<file path="config.mk">
export PLATFORM = sky130hd
export DESIGN_NAME = hazard_unit
export DESIGN_NICKNAME = d
export VERILOG_FILES = /design/src/rtl/hazard_unit.sv
export SDC_FILE = /design/constraint.sdc
export NUM_CORES = 1
export LEC_CHECK = 0
export ABC_CLOCK_PERIOD_IN_PS = 4100
export BUFFER_PORTS_ARGS = -buffer_cell sky130_fd_sc_hd__buf_4
export CAP_MARGIN = 20
export CELL_PAD_IN_SITES_DETAIL_PLACEMENT = 1
export CELL_PAD_IN_SITES_GLOBAL_PLACEMENT = 1
export CORE_MARGIN = 1
export CORE_UTILIZATION = 25
export CTS_CLUSTER_DIAMETER = 200
export DETAILED_ROUTE_END_ITERATION = 6
export GPL_TIMING_DRIVEN = 0
export PLACE_DENSITY = 0.91
export SLEW_MARGIN = 20
export SYNTH_ARGS = -nofsm -noshare
export SYNTH_HDL_FRONTEND = slang
export SYNTH_SLANG_ARGS = --single-unit
</file>
<file path="constraint.sdc">
create_clock -name Clock -period 4.1 [get_ports Clock]
set_input_delay 0.615 -clock Clock [delete_from_list [all_inputs] [get_ports Clock]]
set_output_delay 0.615 -clock Clock [all_outputs]
set_load 0.02 [all_outputs]
</file>
<file path="src/rtl/hazard_unit.sv">
// ---------------------------------------------------------------------------
// hazard_unit
//
// Pipeline interlock controller for the five-stage core. Sits beside the
// decode stage and sequences the decode/issue boundary:
//   - load-use hazard detection against the DEC register read ports
//   - structural hazard on the multi-cycle multiplier
//   - wrong-path squash on taken branches (resolved in EX) and jumps (DEC)
//
// Optional feature macro: HAZARD_STATS_EN
//   defined   : StallCount / FlushCount are free-running 32-bit event
//               counters (wrap from 0xFFFFFFFF to 0).
//   undefined : no counter flops are built; both outputs are tied to zero.
//
// Parameters
//   MUL_CYCLES   multiplier occupancy in cycles after issue (legal 2..15)
//
// Ports
//   Clock        in   core clock, rising edge
//   nReset       in   asynchronous active-low reset
//   DecRsAddr    in   rs field of the DEC instruction
//   DecRtAddr    in   rt field of the DEC instruction
//   DecUsesRs    in   DEC instruction reads rs
//   DecUsesRt    in   DEC instruction reads rt
//   DecMULOp     in   DEC instruction is a multiplier op
//   ExMemRead    in   EX instruction is a load
//   ExRAddr      in   destination register of the EX instruction
//   BranchTaken  in   branch resolved taken in EX this cycle
//   DecJump      in   jump decoded in DEC this cycle
//   StallPC      out  hold the PC
//   StallIFDEC   out  hold the IF/DEC register
//   BubbleEX     out  load a NOP into DEC/EX
//   FlushIFDEC   out  load a NOP into IF/DEC
//   MulBusy      out  multiplier occupied
//   MulDone      out  one-cycle pulse in the final busy cycle
//   StallCount   out  stall-cycle counter
//   FlushCount   out  flush-event counter
// ---------------------------------------------------------------------------
module hazard_unit #(
   parameter int MUL_CYCLES = 4
) (
   input  logic        Clock,
   input  logic        nReset,
   input  logic [4:0]  DecRsAddr,
   input  logic [4:0]  DecRtAddr,
   input  logic        DecUsesRs,
   input  logic        DecUsesRt,
   input  logic        DecMULOp,
   input  logic        ExMemRead,
   input  logic [4:0]  ExRAddr,
   input  logic        BranchTaken,
   input  logic        DecJump,
   output logic        StallPC,
   output logic        StallIFDEC,
   output logic        BubbleEX,
   output logic        FlushIFDEC,
   output logic        MulBusy,
   output logic        MulDone,
   output logic [31:0] StallCount,
   output logic [31:0] FlushCount
);

   typedef enum logic {
      IDLE     = 1'b0,
      MUL_BUSY = 1'b1
   } state_t;

   localparam logic [3:0] MUL_LOAD = 4'(MUL_CYCLES);

   logic [3:0] mul_cnt_reg;
   logic [3:0] mul_cnt_next;
   state_t     state;
   logic       load_use;
   logic       mul_haz;
   logic       stall;
   logic       flush;
   logic       mul_issue;

   // The FSM state is just a view of the occupancy counter.
   assign state = (mul_cnt_reg != 4'd0) ? MUL_BUSY : IDLE;

   // -----------------------------------------------------------------------
   // State register: the multiplier occupancy down-counter.
   // -----------------------------------------------------------------------
   always_ff @(posedge Clock or negedge nReset) begin
      if (!nReset) begin
         mul_cnt_reg <= 4'd0;
      end else begin
         mul_cnt_reg <= mul_cnt_next;
      end
   end

   // -----------------------------------------------------------------------
   // Hazard detection, next-state and outputs.
   // -----------------------------------------------------------------------
   always_comb begin
      load_use     = 1'b0;
      mul_haz      = 1'b0;
      stall        = 1'b0;
      flush        = 1'b0;
      mul_issue    = 1'b0;
      mul_cnt_next = mul_cnt_reg;
      StallPC      = 1'b0;
      StallIFDEC   = 1'b0;
      BubbleEX     = 1'b0;
      FlushIFDEC   = 1'b0;
      MulBusy      = 1'b0;
      MulDone      = 1'b0;

      // r0 is hard-wired zero, so a load targeting it never creates a hazard.
      load_use = ExMemRead && (ExRAddr != 5'd0) &&
                 ((DecUsesRs && (DecRsAddr == ExRAddr)) ||
                  (DecUsesRt && (DecRtAddr == ExRAddr)));

      // A MUL waiting while the counter sits at 1 may issue: the unit frees
      // up at the coming edge, giving back-to-back MULs without a gap.
      mul_haz = DecMULOp && (mul_cnt_reg > 4'd1);

      // A taken branch kills the DEC instruction, so stalling it is moot.
      stall = (load_use || mul_haz) && !BranchTaken;

      // Branch beats stall beats jump.
      flush = BranchTaken || (DecJump && !stall);

      StallPC    = stall;
      StallIFDEC = stall;
      BubbleEX   = stall || BranchTaken;
      FlushIFDEC = flush;

      // A MUL already in flight keeps counting down through a branch flush;
      // only a MUL still sitting in DEC is prevented from issuing.
      mul_issue = DecMULOp && !stall && !BranchTaken;

      case (state)
         IDLE: begin
            if (mul_issue) begin
               mul_cnt_next = MUL_LOAD;
            end
         end
         MUL_BUSY: begin
            MulBusy = 1'b1;
            MulDone = (mul_cnt_reg == 4'd1);
            if (mul_issue) begin
               mul_cnt_next = MUL_LOAD;
            end else begin
               mul_cnt_next = mul_cnt_reg - 4'd1;
            end
         end
         default: begin
            mul_cnt_next = 4'd0;
         end
      endcase
   end

   // -----------------------------------------------------------------------
   // Optional event counters.
   // -----------------------------------------------------------------------
`ifdef HAZARD_STATS_EN
   logic [31:0] stall_count_reg;
   logic [31:0] flush_count_reg;

   // Natural 32-bit overflow provides the wrap to zero.
   always_ff @(posedge Clock or negedge nReset) begin
      if (!nReset) begin
         stall_count_reg <= 32'd0;
         flush_count_reg <= 32'd0;
      end else begin
         if (stall) begin
            stall_count_reg <= stall_count_reg + 32'd1;
         end
         if (flush) begin
            flush_count_reg <= flush_count_reg + 32'd1;
         end
      end
   end

   assign StallCount = stall_count_reg;
   assign FlushCount = flush_count_reg;
`else
   assign StallCount = 32'd0;
   assign FlushCount = 32'd0;
`endif

endmodule

</file>
==> flow_summary.yaml, run 1 <==
route:
  drtIter0Drc: 16
  wl_met2_um: 1180
  wl_met3_um: 183
  route.vias.total: 880
  drt-pass1-iter-count: 3
  drt_wl_total_um: 2110
  routed_via_density: 3.40
  wl_met1_um: 752
  maxUsedRoutingLayer: "met3"
  route.detailed.drc: 0
  ant_nets: 0
  wire_per_inst_um: 8.16
placement:
  port_buffers: 28
  place_area_um2: 1460
  dp.cells: 256
  gp_congestion: 0.664
  hpwl_um: 1930
logic_synthesis:
  synth_area_um2: 950
  synth-edff-count: 0
  syn_area_per_cell_um2: 8.12
  yosysWarnings: 0
  synth.cells.most_frequent: "buf_4 (65), xor2_1 (8), dfrtp_1 (4), nor2_1 (3), xnor2_1 (3)"
  async_reset_ff_share_pct: 100
  syn_inst: 117
  ys_seq_elements: 4
  synth.distinct_cells: 34
  synth_most_common_cell: "buf_4"
  yosys-top-cells-area: "buf_4 (51%), dfrtp_1 (11%), xor2_1 (7.4%), xnor2_1 (2.8%), ha_1 (2.6%)"
  synth_top_area_cell: "buf_4"
  yosysSeqAreaShare_pct: 10.5
  synth_ff_type: "dfrtp_1"
  synth_top_area_share_pct: 51.4
setup_path:
  max_stage_delay_ns: 0.36
  worstSetupEndpointType: "output pin"
  path_cells: "buf_4 -> xor2_1 -> nor4_2 -> a32oi_2 -> o31ai_1 -> buf_4 -> buf_4"
  cpMostUsedCell: "buf_4"
  critPathLaunchType: "primary input"
  critPathArrivalTime_ns: 2.17
  crit_fanout: 7
  cp.required_ns: 3.48
  cp_slowest_cell: "o31ai_1"
  crit_buf_inv: 3
  path_class: "primary input to output pin"
  critical-path-top-delay-family: "compound AO/OA/AOI/OAI gates"
  rr_worst_depth: 6
  crit_cells: 7
sta:
  fmax_ghz: 0.359
  rsz0062_at_grt: "no"
  finalSetupViolations: 0
  skew_ns: 0.00176
  hold_ws_ns: 0.189
  tns_ns: 0
  period_needed_ns: 2.79
  fin_crit_sh_pct: 67.9
  slew_viol_final: 0
  hold_viol_final: 0
clock_tree:
  cts_tree: "yes"
  holdBufCountCts: 0
  numCtsBuffers: 3
  htreeDepth: 1
  cts_num_sinks: 4
  cts_root_buffer: "clkbuf_8"
  cts_resized: 0
  cts_buffer_depth: 2
  clk_pin_slew_ns: 0.03
  clk_latency_ns: 0.21
  post_cts_buffers: 0
finish:
  multiInputGateArea_um2: 586
  fin_cells: 259
  register_area_um2: 100
  fin_area_um2: 1500
  nNetsFinal: 238
  syn2layout_area_growth_pct: 57.7
  fill_cells: 483
  layout-drive-gt1-share_pct: 47.9
  insertedDiodeCount: 0
  largest_register_ffs: 4
global_route:
  overflow: 0
  grt_max_degree: 8
  grt_antenna_before_repair: 0
  grt_usage_pct: 10.0
  grt_pass1_vias: 736
  grt_pass1_wl_um: 3180
die:
  fp.dieH_um: 63.6
  die-area_um2: 4050
  top_level_ports: 93
  start_util_pct: 25.9
  coreArea_um2: 3660
  rows: 22
  die_w_um: 63.6
power_and_ir_drop:
  p_per_area_nw_per_um2: 325
  ir_drop_mv: 0.0925
  cellLeakagePower_nw: 0.915
flow_run:
  maxCapViolations: 0
outcome:
  outcome: "complete, no violations"
hold_path:
  hp-class: "primary input to async pin"
-- worst paths after layout --
| path | to | slack, ns | from |
|---|---|---|---|
| max in group asynchronous | mul_cnt_reg[1] | 3.81 | nReset |
| setup / recovery | StallPC | 1.31 | ExRAddr[4] |
| hold / removal | mul_cnt_reg[3] | 0.19 | nReset |
| hold reg to reg | mul_cnt_reg[0] | 0.65 | mul_cnt_reg[0] |
| setup reg to reg | mul_cnt_reg[1] | 2.27 | mul_cnt_reg[0] |
| min in group Clock | mul_cnt_reg[0] | 0.65 | mul_cnt_reg[0] |
-- cell families after synthesis --
logic type	Yosys count	share of synthesized area, %
and+or+nand+nor	16	10.4
DFF	4	10.5
AOI/OAI and AO/OA	13	11.1
muxes	2	2.11
adders and majority gates	2	2.63
other	1	0.395
buffers and inverters	68	52.7
xor gates and xnor gates	11	10.1
-- worst reg2reg max path, delay by kind of cell, from the launching register on --
family          cells  cell delay [ns]
compound gates      2             0.49
fa+ha+maj           1             0.27
simple gates        1             0.36
flops               1             0.41
buf+inv             2             0.22
-- where the power goes --
part / total [mW] / internal (mW) / switching [mW]
Clock: 0.0808 / 0.0624 / 0.0184
Combinational: 0.320 / 0.152 / 0.168
Sequential: 0.0856 / 0.0615 / 0.0242
Total: 0.487 / 0.276 / 0.211
-- metal layers --
layer / global-route usage (%) / vias to the layer above
met5: 0 / -
met4: 5.11 / 0
met3: 2.36 / 0
met2: 19.3 / 44
met1: 9.70 / 389
li1: - / 447
-- cells in the final DEF (no fill, tap or decap), types with 2 or more instances in the layout --
cell and instances:
a21oi_1 2, buf_4 93, clkbuf_8 3, conb_1 64, dfrtp_1 4, ha_1 2
inv_1 2, mux2i_1 2, nand2_1 2, nor2_1 3, xnor2_1 3, xor2_1 8
-- final cells by class --
cell class / instances / share of cell area (%)
inverter: 2 / 0.501
buffer: 66 / 32.9
timing repair buffer: 28 / 14.0
sequential: 4 / 6.68
multi-input combinational: 108 / 39.1
tap: 48 / 4.01
clock buffer: 3 / 2.76
-- stage by stage --
stage / setup slack (ns) / total power, mW / util (%)
after floorplan: 1.31 / 0.326 / -
after global placement: 1.34 / 0.389 / 39.8
after detailed placement: 1.28 / 0.403 / 39.8
after CTS: 1.28 / 0.488 / 40.9
after global routing: 1.22 / 0.527 / 40.9
final: 1.31 / 0.487 / 40.9
(Power assumes the default switching activity.)
==> inputs of run 2 (changes only) <==
ABC_AREA = 1   (was unset)
ABC_CLOCK_PERIOD_IN_PS = 2750   (was 4100)
CORE_UTILIZATION = 23   (was 25)
PLACE_DENSITY = 0.85   (was 0.91)
clock period = 2.75 ns   (was 4.1 ns; I/O delays follow)
==> run 2 against run 1 <==
Compared with the run above: synthesized area up 8.0%; via count grew 12%; count of clock-buffer cells in the layout stayed put; clock power is 50% higher; synthesized cell count grew 38%; global-route usage down 1.7 points; wire length grew 2.0%; final cell count increased by 18%; utilization down 2.6 points; flip-flop and latch count unchanged; first-iteration DRC count decreased by 38%.
==> flow_summary.yaml, run 2 <==
placement:
  port_buffers: 28
  hpwl_um: 2060
  dp.cells: 302
  gp_congestion: 0.664
  place_area_um2: 1540
clock_tree:
  cts_resized: 0
  post_cts_buffers: 0
  clk_pin_slew_ns: 0.03
  cts_num_sinks: 4
  cts_tree: "yes"
  cts_buffer_depth: 2
  numCtsBuffers: 3
  holdBufCountCts: 1
  htreeDepth: 1
  cts_root_buffer: "clkbuf_8"
  clk_latency_ns: 0.21
route:
  drtIter0Drc: 10
  wl_met1_um: 778
  drt-pass1-iter-count: 4
  wl_met3_um: 194
  wire_per_inst_um: 7.05
  drt_wl_total_um: 2160
  route.detailed.drc: 0
  route.vias.total: 984
  maxUsedRoutingLayer: "met4"
  routed_via_density: 3.22
  wl_met2_um: 1170
  ant_nets: 0
global_route:
  grt_usage_pct: 8.32
  grt_antenna_before_repair: 0
  overflow: 0
  grt_max_degree: 6
  grt_pass1_vias: 829
  grt_pass1_wl_um: 3020
logic_synthesis:
  ys_seq_elements: 4
  yosys-top-cells-area: "buf_4 (48%), nand2_1 (12%), dfrtp_1 (9.8%), inv_1 (7.3%), nor2_1 (4.0%)"
  synth.cells.most_frequent: "buf_4 (65), nand2_1 (33), inv_1 (20), nor2_1 (11), nand2_2 (6)"
  synth.distinct_cells: 20
  synth_ff_type: "dfrtp_1"
  yosysWarnings: 0
  syn_inst: 161
  synth_top_area_cell: "buf_4"
  synth_top_area_share_pct: 47.6
  synth_area_um2: 1030
  syn_area_per_cell_um2: 6.37
  async_reset_ff_share_pct: 100
  synth-edff-count: 0
  yosysSeqAreaShare_pct: 9.76
  synth_most_common_cell: "buf_4"
sta:
  skew_ns: 0.000152
  hold_viol_final: 0
  hold_ws_ns: 0.525
  tns_ns: 0
  fmax_ghz: 0.442
  fin_crit_sh_pct: 82.2
  slew_viol_final: 0
  finalSetupViolations: 0
  period_needed_ns: 2.26
  rsz0062_at_grt: "no"
power_and_ir_drop:
  p_per_area_nw_per_um2: 444
  power_switching_uw: 319
  swShare_pct: 45.3
  ir_drop_mv: 0.323
  clkPwrFrac_pct: 17.1
  seqPwrFrac_pct: 17.5
  cellLeakagePower_nw: 1.08
  combPwrFrac_pct: 65.4
  p_int_uw: 385
finish:
  layout_common_cells: "buf_4 (93), conb_1 (64), nand2_1 (33)"
  fill_cells: 569
  final_util_pct: 38.3
  nNetsFinal: 283
  insertedDiodeCount: 0
  largest_register_ffs: 4
  syn2layout_area_growth_pct: 54.6
  layout_commonest_cell: "buf_4"
  fin_area_um2: 1590
  layout-drive-gt1-share_pct: 43.0
  fin_cells: 306
setup_path:
  reg2reg_from: "mul_cnt_reg[0]"
  critPathArrivalTime_ns: 1.85
  cpMostUsedCell: "buf_4"
  crit_fanout: 5
  path_class: "register to output pin"
  crit_buf_inv: 4
  critical-path-top-delay-family: "buffers and inverters"
  cp_slowest_cell: "dfrtp_1"
  rr_worst_depth: 9
  max_stage_delay_ns: 0.38
  critPathLaunch: "mul_cnt_reg[0]"
  critPathLaunchType: "register"
  crit_cells: 10
  path_cells: "inv_1 -> ha_1 -> nand2_2 -> nor2_4 -> inv_2 -> nand3_2 -> a21boi_4 -> nor2_1 -> buf_4 -> buf_4"
  worstSetupEndpointType: "output pin"
  cp.required_ns: 2.34
die:
  start_util_pct: 24.8
  coreArea_um2: 4140
  die-area_um2: 4730
  top_level_ports: 93
  die_w_um: 68.8
  fp.dieH_um: 68.8
  rows: 23
outcome:
  outcome: "complete, no violations"
flow_run:
  maxCapViolations: 0
hold_path:
  hp-class: "primary input to async pin"
==> run 2: changes by cell type in the layout (fill, tap and decap cells not counted), moves of 2 or more <==
| cell | before | now |
|---|---|---|
| inv_1 | 2 | 20 |
| a21oi_1 | 2 | 0 |
| xnor2_1 | 3 | 1 |
| o21ai_0 | 1 | 4 |
| nand3_1 | 0 | 2 |
| inv_2 | 0 | 4 |
| nand2_1 | 2 | 33 |
| nand2_2 | 0 | 6 |
| mux2i_1 | 2 | 0 |
| xor2_1 | 8 | 1 |
| nor2_1 | 3 | 11 |
==> run 2: per-layer routing <==
metal / vias up / global-route usage [%]
met5: - / 0
met4: 0 / 3.06
met3: 2 / 1.48
met2: 44 / 16.4
met1: 404 / 8.59
li1: 534 / -
==> run 2: worst register-to-register path: stages (launching register included) <==
cell     delay (ns)
dfrtp_1        0.38
inv_1          0.09
ha_1           0.25
nand2_2        0.09
nor2_4         0.15
inv_2          0.06
nand3_2        0.07
nand4_2        0.16
nand2_1        0.09
inv_1          0.04
==> run 2: path summary, 6_finish.rpt <==
check | to | slack, ns
min in group Clock | mul_cnt_reg[2] | 0.55
worst max register to register | mul_cnt_reg[1] | 1.26
worst min-delay path | mul_cnt_reg[2] | 0.53
worst max-delay path | StallPC | 0.49
worst min register to register | mul_cnt_reg[2] | 0.64
max in group asynchronous | mul_cnt_reg[1] | 2.13
==> run 2: final cells by class <==
| type | count | area (um2) | share of cell area (%) |
|---|---|---|---|
| multi-input cells | 131 | 584 | 36.8 |
| plain buffers | 65 | 488 | 30.8 |
| repair buffers | 29 | 220 | 13.9 |
| flip-flops and latches | 4 | 100 | 6.31 |
| inverters | 24 | 90.1 | 5.68 |
| well taps | 50 | 62.6 | 3.94 |
| clock buffers | 3 | 41.3 | 2.60 |
==> run 2: logic make-up (layout without fill, tap and decap cells) <==
group	Yosys count	after routing	synth area share [%]
compound gates	6	6	4.27
xor+xnor	2	2	1.71
fa+ha+maj	2	2	2.44
buf+inv	89	121	56.3
flops	4	4	9.76
other cells	1	64	0.366
simple gates	57	57	25.1
==> run 2: metrics by stage <==
| stage | worst slack [ns] | total power, mW |
|---|---|---|
| floorplan | 0.666 | 0.480 |
| global route | 0.336 | 0.777 |
| finish | 0.488 | 0.704 |
| CTS | 0.442 | 0.714 |
| global placement | 0.718 | 0.572 |
| detailed placement | 0.675 | 0.585 |
==> run 2: power by group through the flow <==
stage	logic (mW)	clock network, mW	registers (mW)
2_1_floorplan	0.363	0	0.118
3_3_place_gp	0.450	0	0.122
3_5_place_dp	0.461	0	0.125
4_1_cts	0.466	0.124	0.124
5_1_grt	0.519	0.131	0.127
6_report	0.460	0.121	0.123
==> inputs of run 3 (changes only) <==
ABC_CLOCK_PERIOD_IN_PS = 1900   (was 2750)
CORE_UTILIZATION = 21   (was 23)
PLACE_DENSITY = 0.82   (was 0.85)
clock period = 1.9 ns   (was 2.75 ns; I/O delays follow)
==> run 3 against run 2 <==
Compared with the run above: design area up 7.3%; wire length up 14%; worst setup slack worse by 0.40 ns; register-to-register slack worse by 0.71 ns; flip-flop and latch count unchanged; die area up 9.2%; critical endpoint is now FlushIFDEC.
==> flow_summary.yaml, run 3 (synthesized netlist as in run 2, its figures left out) <==
outcome:
  outcome: "complete, no violations"
global_route:
  use_met2_pct: 19.3
  met1_usage_pct: 8.91
  busiest_layer: "met2"
  grt_pass1_vias: 957
  grt_max_degree: 5
  overflow: 0
  grt_usage_pct: 9.06
  globalRouteMet3Util_pct: 1.53
  grt_pass1_wl_um: 3870
  grt_antenna_before_repair: 0
finish:
  layout_commonest_cell: "buf_4"
  insertedDiodeCount: 0
  layout-drive-gt1-share_pct: 46.8
  syn2layout_area_growth_pct: 65.9
  largest_register_ffs: 4
  register_area_um2: 100
  fill_cells: 653
  nNetsFinal: 292
  fin_area_um2: 1700
  layout_common_cells: "buf_4 (101), conb_1 (64), nand2_1 (32)"
  multiInputGateArea_um2: 607
die:
  fp.dieH_um: 71.9
  die_w_um: 71.9
  die-area_um2: 5170
  coreArea_um2: 4720
  start_util_pct: 21.7
  rows: 25
  top_level_ports: 93
sta:
  fin_crit_sh_pct: 95.4
  hold_viol_final: 0
  fmax_ghz: 0.552
  tns_ns: 0
  finalSetupViolations: 0
  rsz0062_at_grt: "yes"
  period_needed_ns: 1.81
  slew_viol_final: 0
  skew_ns: 0.00270
setup_path:
  critPathArrivalTime_ns: 1.53
  path_class: "register to output pin"
  max_stage_delay_ns: 0.38
  cp_slowest_cell: "dfrtp_1"
  cpMostUsedCell: "inv_2"
  critPathLaunchType: "register"
  crit_fanout: 3
  path_cells: "inv_2 -> ha_4 -> nand2_4 -> nor2_4 -> inv_2 -> nand3_2 -> a21boi_4 -> nand2_2 -> nand2_1 -> buf_4"
  cp.required_ns: 1.62
  worstSetupEndpointType: "output pin"
hold_path:
  hp-class: "primary input to async pin"
power_and_ir_drop:
  p_int_uw: 697
  ir_drop_mv: 0.535
  cellLeakagePower_nw: 1.13
  clkPwrFrac_pct: 14.3
  swShare_pct: 43.3
  combPwrFrac_pct: 71.4
  seqPwrFrac_pct: 14.3
  p_per_area_nw_per_um2: 722
  power_switching_uw: 532
placement:
  gp_congestion: 0.717
  place_area_um2: 1560
  hpwl_um: 2190
  port_buffers: 28
clock_tree:
  clk_latency_ns: 0.21
  clk_pin_slew_ns: 0.03
  numCtsBuffers: 3
  cts_root_buffer: "clkbuf_8"
  cts_num_sinks: 4
  cts_buffer_depth: 2
  cts_tree: "yes"
  htreeDepth: 1
route:
  route.detailed.drc: 0
  ant_nets: 0
  wire_per_inst_um: 7.40
  routed_via_density: 3.17
  drt-pass1-iter-count: 4
  drt_wl_total_um: 2460
  drtIter0Drc: 13
  route.vias.total: 1054
flow_run:
  maxCapViolations: 0
-- run 3: changes by cell type in the layout (fill, tap and decap cells not counted) --
cell and delta:
ha_1 -1, buf_4 +8, inv_2 +2, inv_1 -2, ha_4 +1, buf_6 +1, nand2_4 +1, nand2_1 -1
nor2_2 +1, nor2_1 -1
-- run 3: layout make-up --
| cell class | instances | area share (%) |
|---|---|---|
| buffer | 64 | 28.2 |
| tap | 67 | 4.93 |
| sequential | 4 | 5.88 |
| timing repair buffer | 39 | 17.6 |
| multi-input combinational | 131 | 35.7 |
| clock buffer | 3 | 2.43 |
| inverter | 24 | 5.29 |
-- run 3: worst max-delay path: cells and delay by family, from the launching register on --
| family | cells | cell delay [ns] |
|---|---|---|
| and+or+nand+nor | 5 | 0.30 |
| DFF | 1 | 0.38 |
| AOI/OAI and AO/OA | 1 | 0.21 |
| adders and majority gates | 1 | 0.15 |
| buffers and inverters | 3 | 0.27 |
-- run 3: through the flow --
step	utilization, %	hold WS (ns)	instances	total power [mW]	setup slack (ns)
2_1_floorplan	-	-0.0106	224	0.697	0.0706
3_3_place_gp	33.0	0.0818	319	0.829	0.0163
3_5_place_dp	33.0	0.0828	319	0.851	-0.0161
4_1_cts	35.5	0.395	330	1.16	0.000215
5_1_grt	36.0	0.425	332	1.33	-0.00836
6_report	36.0	0.415	332	1.23	0.0883
-- run 3: path summary, 6_finish.rpt --
check	start	to	slack [ns]	depth (start not counted)
worst max-delay path	mul_cnt_reg[0]	FlushIFDEC	0.09	10
worst min-delay path	nReset	mul_cnt_reg[3]	0.41	2
worst max register to register	mul_cnt_reg[0]	mul_cnt_reg[0]	0.55	10
worst min register to register	mul_cnt_reg[2]	mul_cnt_reg[2]	0.66	2
max in group asynchronous	nReset	mul_cnt_reg[1]	1.38	2
min in group Clock	DecMULOp	mul_cnt_reg[2]	0.42	3
-- run 3: what timing repair did --
action,in CTS,in global routing
setup buffers,7,3
hold buffers,1,0
pin swaps,3,4
hold endpoints to repair,4,0
resized for setup,5,2
endpoints found under the setup margin,4,4
-- run 3: power groups by stage --
stage | logic, mW | registers, mW | clock network (mW)
floorplan | 0.527 | 0.170 | 0
global placement | 0.652 | 0.178 | 0
detailed placement | 0.670 | 0.181 | 0
CTS | 0.806 | 0.177 | 0.180
global route | 0.963 | 0.181 | 0.190
finish | 0.877 | 0.176 | 0.176
-- run 3: routing by layer --
| metal | routed length [um] | vias to the layer above | share of wire (%) |
|---|---|---|---|
| met5 | 0 | - | 0 |
| met4 | 16 | 0 | 0.65 |
| met3 | 184 | 2 | 7.5 |
| met2 | 1430 | 42 | 58 |
| met1 | 830 | 458 | 34 |
| li1 | - | 552 | - |
